**src/rtl/wide_add_seq_pkg.sv**
```systemverilog
// Shared definitions for the time-shared wide adder.
//   state_t     : sequencer states (IDLE -> RUN -> DONE -> IDLE)
//   SLICE_W     : width of the single adder slice reused on every beat
//   beat_cnt_w  : beat-counter width for a given beat count
package wide_add_seq_pkg;

  localparam int SLICE_W = 8;

  typedef enum logic [1:0] {
    IDLE = 2'd0,
    RUN  = 2'd1,
    DONE = 2'd2
  } state_t;

  // $clog2(nbeats), held at 1 so a single-beat build still has a legal counter.
  function automatic int beat_cnt_w(input int nbeats);
    return (nbeats > 1) ? $clog2(nbeats) : 1;
  endfunction

endpackage

```
**src/rtl/wide_add_seq_csel.sv**
```systemverilog
// csel_slice8: purely combinational 8-bit carry-select adder.
//   a, b : 8-bit operands
//   cin  : carry in
//   sum  : 8-bit sum
//   cout : carry out of bit 7
// Each 2-bit block is summed for both possible incoming carries up front;
// the ripple path then only steers through one mux per block.
module csel_slice8
  import wide_add_seq_pkg::*;
(
  input  logic [SLICE_W-1:0] a,
  input  logic [SLICE_W-1:0] b,
  input  logic               cin,
  output logic [SLICE_W-1:0] sum,
  output logic               cout
);

  localparam int NBLK = SLICE_W / 2;

  // {carry, sum[1:0]} of each block assuming carry-in 0 and carry-in 1
  logic [2:0] blk_r0 [NBLK];
  logic [2:0] blk_r1 [NBLK];

  for (genvar gi = 0; gi < NBLK; gi++) begin : g_blk
    assign blk_r0[gi] = {1'b0, a[2*gi +: 2]} + {1'b0, b[2*gi +: 2]};
    assign blk_r1[gi] = blk_r0[gi] + 3'd1;
  end

  always_comb begin
    logic c;
    c   = cin;
    sum = '0;
    for (int i = 0; i < NBLK; i++) begin
      sum[2*i +: 2] = c ? blk_r1[i][1:0] : blk_r0[i][1:0];
      c             = c ? blk_r1[i][2]   : blk_r0[i][2];
    end
    cout = c;
  end

endmodule

```
**src/rtl/wide_add_seq.sv**
```systemverilog
// wide_add_seq: two-requester W-bit adder (W = 8*NBEATS) that reuses one
// 8-bit carry-select slice, LSB slice first, one slice per clock.
//   clk, rst              : clock (rising edge), async active-high reset
//   reqN_valid/reqN_ready : request handshake for requester N (0/1)
//   reqN_a, reqN_b        : operands from requester N
//   resp_valid/resp_ready : result handshake
//   resp_sum, resp_cout   : a+b mod 2^W and carry out of bit W-1
//   resp_id               : requester that issued the result
module wide_add_seq
  import wide_add_seq_pkg::*;
#(
  parameter int NBEATS = 4
) (
  input  logic                    clk,
  input  logic                    rst,
  input  logic                    req0_valid,
  output logic                    req0_ready,
  input  logic [SLICE_W*NBEATS-1:0] req0_a,
  input  logic [SLICE_W*NBEATS-1:0] req0_b,
  input  logic                    req1_valid,
  output logic                    req1_ready,
  input  logic [SLICE_W*NBEATS-1:0] req1_a,
  input  logic [SLICE_W*NBEATS-1:0] req1_b,
  output logic                    resp_valid,
  input  logic                    resp_ready,
  output logic [SLICE_W*NBEATS-1:0] resp_sum,
  output logic                    resp_cout,
  output logic                    resp_id
);

  localparam int W  = SLICE_W * NBEATS;
  localparam int BW = beat_cnt_w(NBEATS);

  state_t         state_reg, state_next;
  logic [BW-1:0]  beat_reg;
  logic           carry_reg;
  logic [W-1:0]   a_reg, b_reg, sum_reg;
  logic           cout_reg, id_reg;
  logic           prio_reg;   // 1: requester 1 wins a tie

  logic [SLICE_W-1:0] a_slices [NBEATS];
  logic [SLICE_W-1:0] b_slices [NBEATS];
  logic [SLICE_W-1:0] slice_sum;
  logic               slice_cout;
  logic               last_beat;
  logic               accept;

  for (genvar gi = 0; gi < NBEATS; gi++) begin : g_slices
    assign a_slices[gi] = a_reg[gi*SLICE_W +: SLICE_W];
    assign b_slices[gi] = b_reg[gi*SLICE_W +: SLICE_W];
  end

  csel_slice8 u_slice (
    .a    (a_slices[beat_reg]),
    .b    (b_slices[beat_reg]),
    .cin  (carry_reg),
    .sum  (slice_sum),
    .cout (slice_cout)
  );

  assign last_beat = (beat_reg == BW'(NBEATS - 1));
  assign accept    = req0_ready | req1_ready;

  // Next state and handshake outputs. Ready is also gated by rst because
  // the reset is asynchronous and the state register may not yet reflect it.
  always_comb begin
    state_next = state_reg;
    req0_ready = 1'b0;
    req1_ready = 1'b0;
    unique case (state_reg)
      IDLE: begin
        if (!rst) begin
          req0_ready = req0_valid && (!req1_valid || !prio_reg);
          req1_ready = req1_valid && (!req0_valid ||  prio_reg);
        end
        if (req0_ready || req1_ready) state_next = RUN;
      end
      RUN:     if (last_beat)  state_next = DONE;
      DONE:    if (resp_ready) state_next = IDLE;
      default: state_next = IDLE;
    endcase
  end

  always_ff @(posedge clk or posedge rst) begin
    if (rst) begin
      state_reg <= IDLE;
      beat_reg  <= '0;
      carry_reg <= 1'b0;
      a_reg     <= '0;
      b_reg     <= '0;
      sum_reg   <= '0;
      cout_reg  <= 1'b0;
      id_reg    <= 1'b0;
      prio_reg  <= 1'b0;
    end else begin
      state_reg <= state_next;
      case (state_reg)
        IDLE: begin
          if (accept) begin
            a_reg     <= req1_ready ? req1_a : req0_a;
            b_reg     <= req1_ready ? req1_b : req0_b;
            id_reg    <= req1_ready;
            prio_reg  <= req0_ready;  // priority moves to the one not served
            beat_reg  <= '0;
            carry_reg <= 1'b0;
          end
        end
        RUN: begin
          beat_reg  <= beat_reg + 1'b1;
          carry_reg <= slice_cout;
          for (int k = 0; k < NBEATS; k++) begin
            if (beat_reg == BW'(k)) sum_reg[k*SLICE_W +: SLICE_W] <= slice_sum;
          end
          if (last_beat) cout_reg <= slice_cout;
        end
        default: ;
      endcase
    end
  end

  assign resp_valid = (state_reg == DONE);
  assign resp_sum   = sum_reg;
  assign resp_cout  = cout_reg;
  assign resp_id    = id_reg;

endmodule
```
**config.mk**
```make
export PLATFORM = sky130hd
export DESIGN_NAME = wide_add_seq
export DESIGN_NICKNAME = d
export VERILOG_FILES = /design/src/rtl/wide_add_seq_pkg.sv /design/src/rtl/wide_add_seq_csel.sv /design/src/rtl/wide_add_seq.sv
export SDC_FILE = /design/constraint.sdc
export NUM_CORES = 1
export LEC_CHECK = 0
export CAP_MARGIN = 15
export CORE_MARGIN = 3
export CORE_UTILIZATION = 25
export DETAILED_ROUTE_END_ITERATION = 16
export SYNTH_ARGS = -nofsm -noshare
export SYNTH_HDL_FRONTEND = slang
export SYNTH_SLANG_ARGS = --single-unit
```
**constraint.sdc**
```tcl
create_clock -name clk -period 4.1 [get_ports clk]
set_input_delay 0.41 -clock clk [delete_from_list [all_inputs] [get_ports clk]]
set_output_delay 0.41 -clock clk [all_outputs]
set_load 0.03 [all_outputs]
```
=== Yosys cells after proc, flatten, opt, wreduce, memory -nomap -nowiden ===
Index checks and enable logic that the tools add are counted.

* Flip-flop bits (word level): 104
* Input bits: 133
* Output and inout bits: 37
* Logic and storage cells: 81

* $add $sub $neg: 9
* $lt $le $gt $ge: 1
* Eq/ne operators: 9
* Mux-type cells: 30
* Bitwise gates (word level): 2
* Reduce and logical (&&, ||, !) cells: 18

{| class="wikitable"
|+ Operator list
! kind !! count
|-
| 2-to-1 mux 32 bit || 2
|-
| binary-select mux 8 bit (select 2 bit) || 2
|-
| 2-to-1 mux 8 bit || 4
|-
| 2-to-1 mux 2 bit || 8
|-
| adder 2 x 2 -> 3 bit || 4
|-
| adder 3 x 1 -> 3 bit, second input constant || 4
|-
| AND reduction 2 bit || 6
|-
| 2-to-1 mux 1 bit || 11
|-
| equality test 2 bit, second input constant || 3
|-
| inequality test 2 bit, second input constant || 3
|-
| one-hot mux 2 bit (3 select lines) || 1
|-
| equality test 2 x 1 -> 1 bit, second input constant || 2
|-
| logical NOT 2 bit || 2
|-
| one-hot mux 2 bit (2 select lines) || 1
|-
| >= comparator 3 bit, second input constant || 1
|-
| logical NOT 1 bit || 3
|-
| logical OR 1 bit || 3
|-
| NOT 2 -> 3 bit || 1
|-
| AND reduction 3 bit || 1
|-
| adder 2 x 1 -> 2 bit, second input constant || 1
|-
| logical AND 1 bit || 2
|-
| inequality test 2 x 1 -> 1 bit, second input constant || 1
|-
| one-hot mux 1 bit (2 select lines) || 1
|-
| nonzero test 2 bit || 1
|-
| bitwise OR 1 bit || 1
|}

=== Longest topological paths before layout ===
* Word-level depth: 11
* Depth in mapped cells: 13
* Depth with buffers taken out: 11

=== Modules after synthesis ===
A second synthesis with hierarchy kept.

* Cells, all modules: 574
* Area, all modules: 6189.7 um^2

{| class="wikitable"
|+ By module, submodules not included
! module !! instances !! cells an instance !! area an instance (um^2) !! sequential area each (um^2)
|-
| wide_add_seq || 1 || 517 || 5686.7 || 2602.5
|-
| csel_slice8 || 1 || 57 || 503.0 || 0.0
|}

=== Worst setup path before layout ===
OpenSTA, ideal clock, no wires.

* Kind: register to register
* Start: register beat_reg[0]
* End: register sum_reg[5] (netlist: resp_sum[5])
* Setup time: 136 ps
* Arrival: 3282 ps
* Path slack: 682 ps
* Stages on the path, launching flop included: 12
* Buffers on the path: 2
* Clock period less this slack: 3418 ps
* Cells stage by stage: dfrtp_1 > buf_2 > buf_2 > mux4_2 > ha_1 > fa_1 > ha_1 > and3b_4 > o21ai_1 > xnor2_1 > mux2i_1 > o21ai_0

* Longest elaborated chain between the ends: 9
* Elaborated cells between the ends (all ways): 18
* Classes of those cells: 6 x add/sub; 9 x mux; 1 x bitwise; 2 x reduce/logical

{| class="wikitable"
|+ RTL lines
! what !! RTL line !! RTL
|-
| from (decl) || wide_add_seq.sv:35 || <nowiki>logic [BW-1:0] beat_reg;</nowiki>
|-
| from (signal assigned) || wide_add_seq.sv:109 || <nowiki>beat_reg <= beat_reg + 1'b1;</nowiki>
|-
| NOT 2 -> 3 bit (implied by the code) || wide_add_seq.sv:54, wide_add_seq.sv:55 ||
|-
| binary-select mux 8 bit (select 2 bit) (on tied branches) || wide_add_seq.sv:54, wide_add_seq.sv:55 ||
|-
| 2-to-1 mux 8 bit (on tied branches) (2 in a row) || wide_add_seq.sv:54, wide_add_seq.sv:55 ||
|-
| adder 2 x 2 -> 3 bit || wide_add_seq_csel.sv:25 || <nowiki>assign blk_r0[gi] = {1'b0, a[2*gi +: 2]} + {1'b0, b[2*gi +: 2]};</nowiki>
|-
| adder 3 x 1 -> 3 bit || wide_add_seq_csel.sv:26 || <nowiki>assign blk_r1[gi] = blk_r0[gi] + 3'd1;</nowiki>
|-
| 2-to-1 mux 1 bit (2 in a row) || wide_add_seq_csel.sv:35 || <nowiki>c = c ? blk_r1[i][2] : blk_r0[i][2];</nowiki>
|-
| 2-to-1 mux 2 bit || wide_add_seq_csel.sv:34 || <nowiki>sum[2*i +: 2] = c ? blk_r1[i][1:0] : blk_r0[i][1:0];</nowiki>
|-
| to (signal, indexed assignment) || wide_add_seq.sv:112 || <nowiki>if (beat_reg == BW'(k)) sum_reg[k*SLICE_W +: SLICE_W] <= slice_sum;</nowiki>
|-
| to (decl) || wide_add_seq.sv:37 || <nowiki>logic [W-1:0] a_reg, b_reg, sum_reg;</nowiki>
|}

Parallel ways exist; a longest one is shown, timed or not. The select of a mux whose other input is x is not followed.
A chain may end at the register's enable or synchronous reset.

=== Final worst setup path ===
Same ends and word-level chain as after synthesis.

==> key figures <==
Worst setup path
  – Worst EP required: 4.30 ns
  – Worst Setup Start Kind: register
  – Critical Path End Type: register
  – Maximum fanout along the worst path: 10
  – Reg2reg path depth: 9
  – Arrival time at the worst endpoint: 3.61 ns
  – Crit path kind: reg2reg

Hold path
  – Hold path depth: 2
  – HP Class: reg2reg

Synthesis
  – Cell variety after synth: 31
  – Synthesized area: 5181 sq um
  – Synth top area share: 50.23%
  – Syn Nets: 715
  – Leading area contributor after synthesis: dfrtp_1
  – Synthesis-stage register bit count: 104
  – Synth area leaders: dfrtp_1 50%, nand2_1 13%, a31oi_1 7.8%, mux4_2 7.0%, nor2_1 4.8%
  – Post-synthesis sequential area ratio: 50.23%
  – Mapped Cells: 566
  – Ys Warns: 0
  – Syn avg cell area: 9.154 sq um

Place
  – RD Place Congestion: 0.7639
  – Cells after DPL: 977
  – PortBufs: 169
  – Post-placement cell area: 7139 sq um
  – Post-DP HPWL: 12.11 mm

Power and ir drop
  – Max VDD drop: 0.4016 mV
  – Leakage power: 0.003187 uW
  – Switching share of power: 44.24%
  – Net Sw Power: 2906 uW
  – Part of the power in the clock network: 12.5%
  – Gate power share: 57.0%
  – Power Total: 6568 uW
  – Internal: 3663 uW
  – Reg power frac: 30.5%
  – Pwr/cell area: 886.0 nW/um^2

STA
  – Final setup viols: 0
  – Slew Viols, Final: 0
  – Worst clock skew: 0.007759 ns
  – Least-Margin Pin Slew: 1.015 ns
  – Post-layout min period: 3.404 ns
  – RSZ-0062 raised after global routing: no
  – Sum Neg Setup Slack: 0 ns
  – Max Clk Rate: 293.7 MHz
  – Relative slew slack: 32.32%
  – Part of the cycle the worst path needs: 83.04%
  – Final Hold Fails: 0

Layout
  – Final non-filler cell total: 992
  – Synth-to-layout area growth: 43.08%
  – Layout cells sized above 1: 6.648%
  – Fill cells: 2096
  – Number of diodes: 0
  – Nets: 867
  – Post-route cell area: 7413 sq um
  – Final core occ: 36.52%

Clocking
  – Hold_buf cts: 0
  – CTS H-tree depth: 3
  – TritonCTS clock tree: built
  – Clock root cell: clkbuf_16
  – Clk_lat worst skew: 0.34 ns
  – Max Root-Sink Buffers: 2
  – Post-CTS Setup Bufs: 0
  – Clock sink count: 104
  – CTS resizes: 0
  – CTS clk-pin slew, worst paths: 0.07 ns
  – TritonCTS Buffers: 9

Status
  – Run status: finished, final reports clean

Floorplanning
  – Height of the die: 150.0 microns
  – Initial core utilization: 25.52%
  – Core footprint: 20300 sq um
  – Die Width: 150.0 microns
  – Cell Rows: 52
  – DIE AREA: 22490 sq um
  – Num ports: 170

GRT
  – Met1 Use GR: 19.17%
  – Vias in the first global route: 4537
  – M3 GR Usage: 4.331%
  – Most Crowded Layer GR: met2
  – Grt total ovfl: 0
  – All-Layer GR Usage: 14.44%
  – M2 GR Usage: 22.89%
  – First-pass GRT wire length: 24.90 mm
  – Largest net degree at the start of global routing: 82
  – Antenna violations before repair: 1

Routing
  – Final ANT Viol Nets: 0
  – Routed wire length: 15.84 mm
  – 1st-iter DRT viols: 199
  – Number of detailed-route iterations in the first pass: 4
  – DR vias: 4519
  – Via density: 4.555
  – Routed wire per std cell: 15.97 microns
  – DRC: 0

Job
  – Maxcap violations: 0
routing by layer:
| metal | up-vias | share of wire (%) |
|---|---|---|
| met5 | - | 0.063 |
| met4 | 2 | 2.1 |
| met3 | 20 | 6.4 |
| met2 | 126 | 46 |
| met1 | 2151 | 45 |
| li1 | 2220 | - |
critical path: stages (launching register included):
cell	delay, ns
dfrtp_1	0.66
buf_4	0.25
mux4_2	0.53
fa_1	0.54
ha_1	0.23
and3b_4	0.23
o21ai_1	0.07
xnor2_1	0.25
mux2i_1	0.37
o21ai_0	0.12
cells in the final DEF, fill, tap and decap left out, types with 2 or more instances in the layout:
cell,netlist,final
clkdlybuf4s50_1,0,168
ha_1,12,12
o21ai_0,26,26
clkbuf_16,0,9
nor2_1,66,66
nand2_1,175,175
dfrtp_1,104,104
o31ai_1,6,6
a31oi_1,65,65
nand3_1,5,3
nand2b_1,3,3
clkinv_2,0,2
mux2i_1,2,2
o21ai_1,8,8
clkbuf_8,0,2
inv_1,20,18
mux4_2,16,16
xnor2_1,3,3
fa_1,4,4
buf_4,0,10
and3b_4,2,2
power by group through the flow:
| stage | Combinational (uW) | Sequential, uW | Clock [uW] |
|---|---|---|---|
| 2_1_floorplan | 2420 | 2080 | 0 |
| 6_report | 3740 | 2000 | 823 |
| 5_1_grt | 4190 | 2070 | 876 |
| 3_5_place_dp | 3760 | 2040 | 0 |
| 3_3_place_gp | 3690 | 2040 | 0 |
| 4_1_cts | 3780 | 2020 | 846 |
final timing paths:
path                                           from                       end  slack, ns
min in group asynchronous                       rst     a_reg[13]$_DFFE_PP0P_       0.69
max reg2reg                 beat_reg[0]$_DFFE_PP0P_   resp_sum[5]$_DFFE_PP0P_       0.70
max in group asynchronous                       rst  resp_sum[12]$_DFFE_PP0P_       2.51
min                        resp_sum[25]$_DFFE_PP0P_  resp_sum[25]$_DFFE_PP0P_       0.48
min reg2reg                resp_sum[25]$_DFFE_PP0P_  resp_sum[25]$_DFFE_PP0P_       0.48
max                         beat_reg[0]$_DFFE_PP0P_   resp_sum[5]$_DFFE_PP0P_       0.70
cell type report:
class,count,area (sq um),area share (%)
well taps,270,337.8,4.557
clock inverters,3,17.52,0.2363
flip-flops and latches,104,2603,35.11
clock buffers,12,256.5,3.460
multi-input cells,405,2365,31.90
inverters,20,77.57,1.046
repair buffers,178,1757,23.70
cells in the mapped netlist:
cell type and number:
and4_1 1, a21oi_1 1, buf_6 1, ha_1 12, and3b_4 2, o31ai_1 6
nand2b_1 3, nand4b_1 1, xor2_1 1, o21ai_1 8, nor3_1 1, o2111ai_1 1
clkbuf_1 28, fa_1 4, inv_1 20, nand3_1 5, mux4_2 16, buf_2 8
and2_0 1, nor2b_1 1, a21boi_2 1, a21o_1 1, xnor2_1 3, o2111ai_2 1
nand2_1 175, dfrtp_1 104, nor2_1 66, xor3_1 1, o21ai_0 26, mux2i_1 2
a31oi_1 65
cell families (layout without fill, tap and decap cells):
| logic type | after synthesis | after routing | share of synthesized area [%] |
|---|---|---|---|
| fa+ha+maj | 16 | 16 | 4.443 |
| compound gates | 110 | 110 | 12.92 |
| xor+xnor | 5 | 5 | 1.135 |
| buf+inv | 57 | 213 | 4.467 |
| mux | 18 | 18 | 7.341 |
| simple gates | 256 | 256 | 19.46 |
| flops | 104 | 104 | 50.23 |
through the flow:
stage,setup WS [ns],hold slack [ns]
floorplan,0.6820,0.4607
global placement,0.7844,0.4623
detailed placement,0.6657,0.4733
CTS,0.6524,0.4885
global route,0.4647,0.5001
finish,0.6955,0.4760
Note: power is estimated with default switching activity, not from simulation.
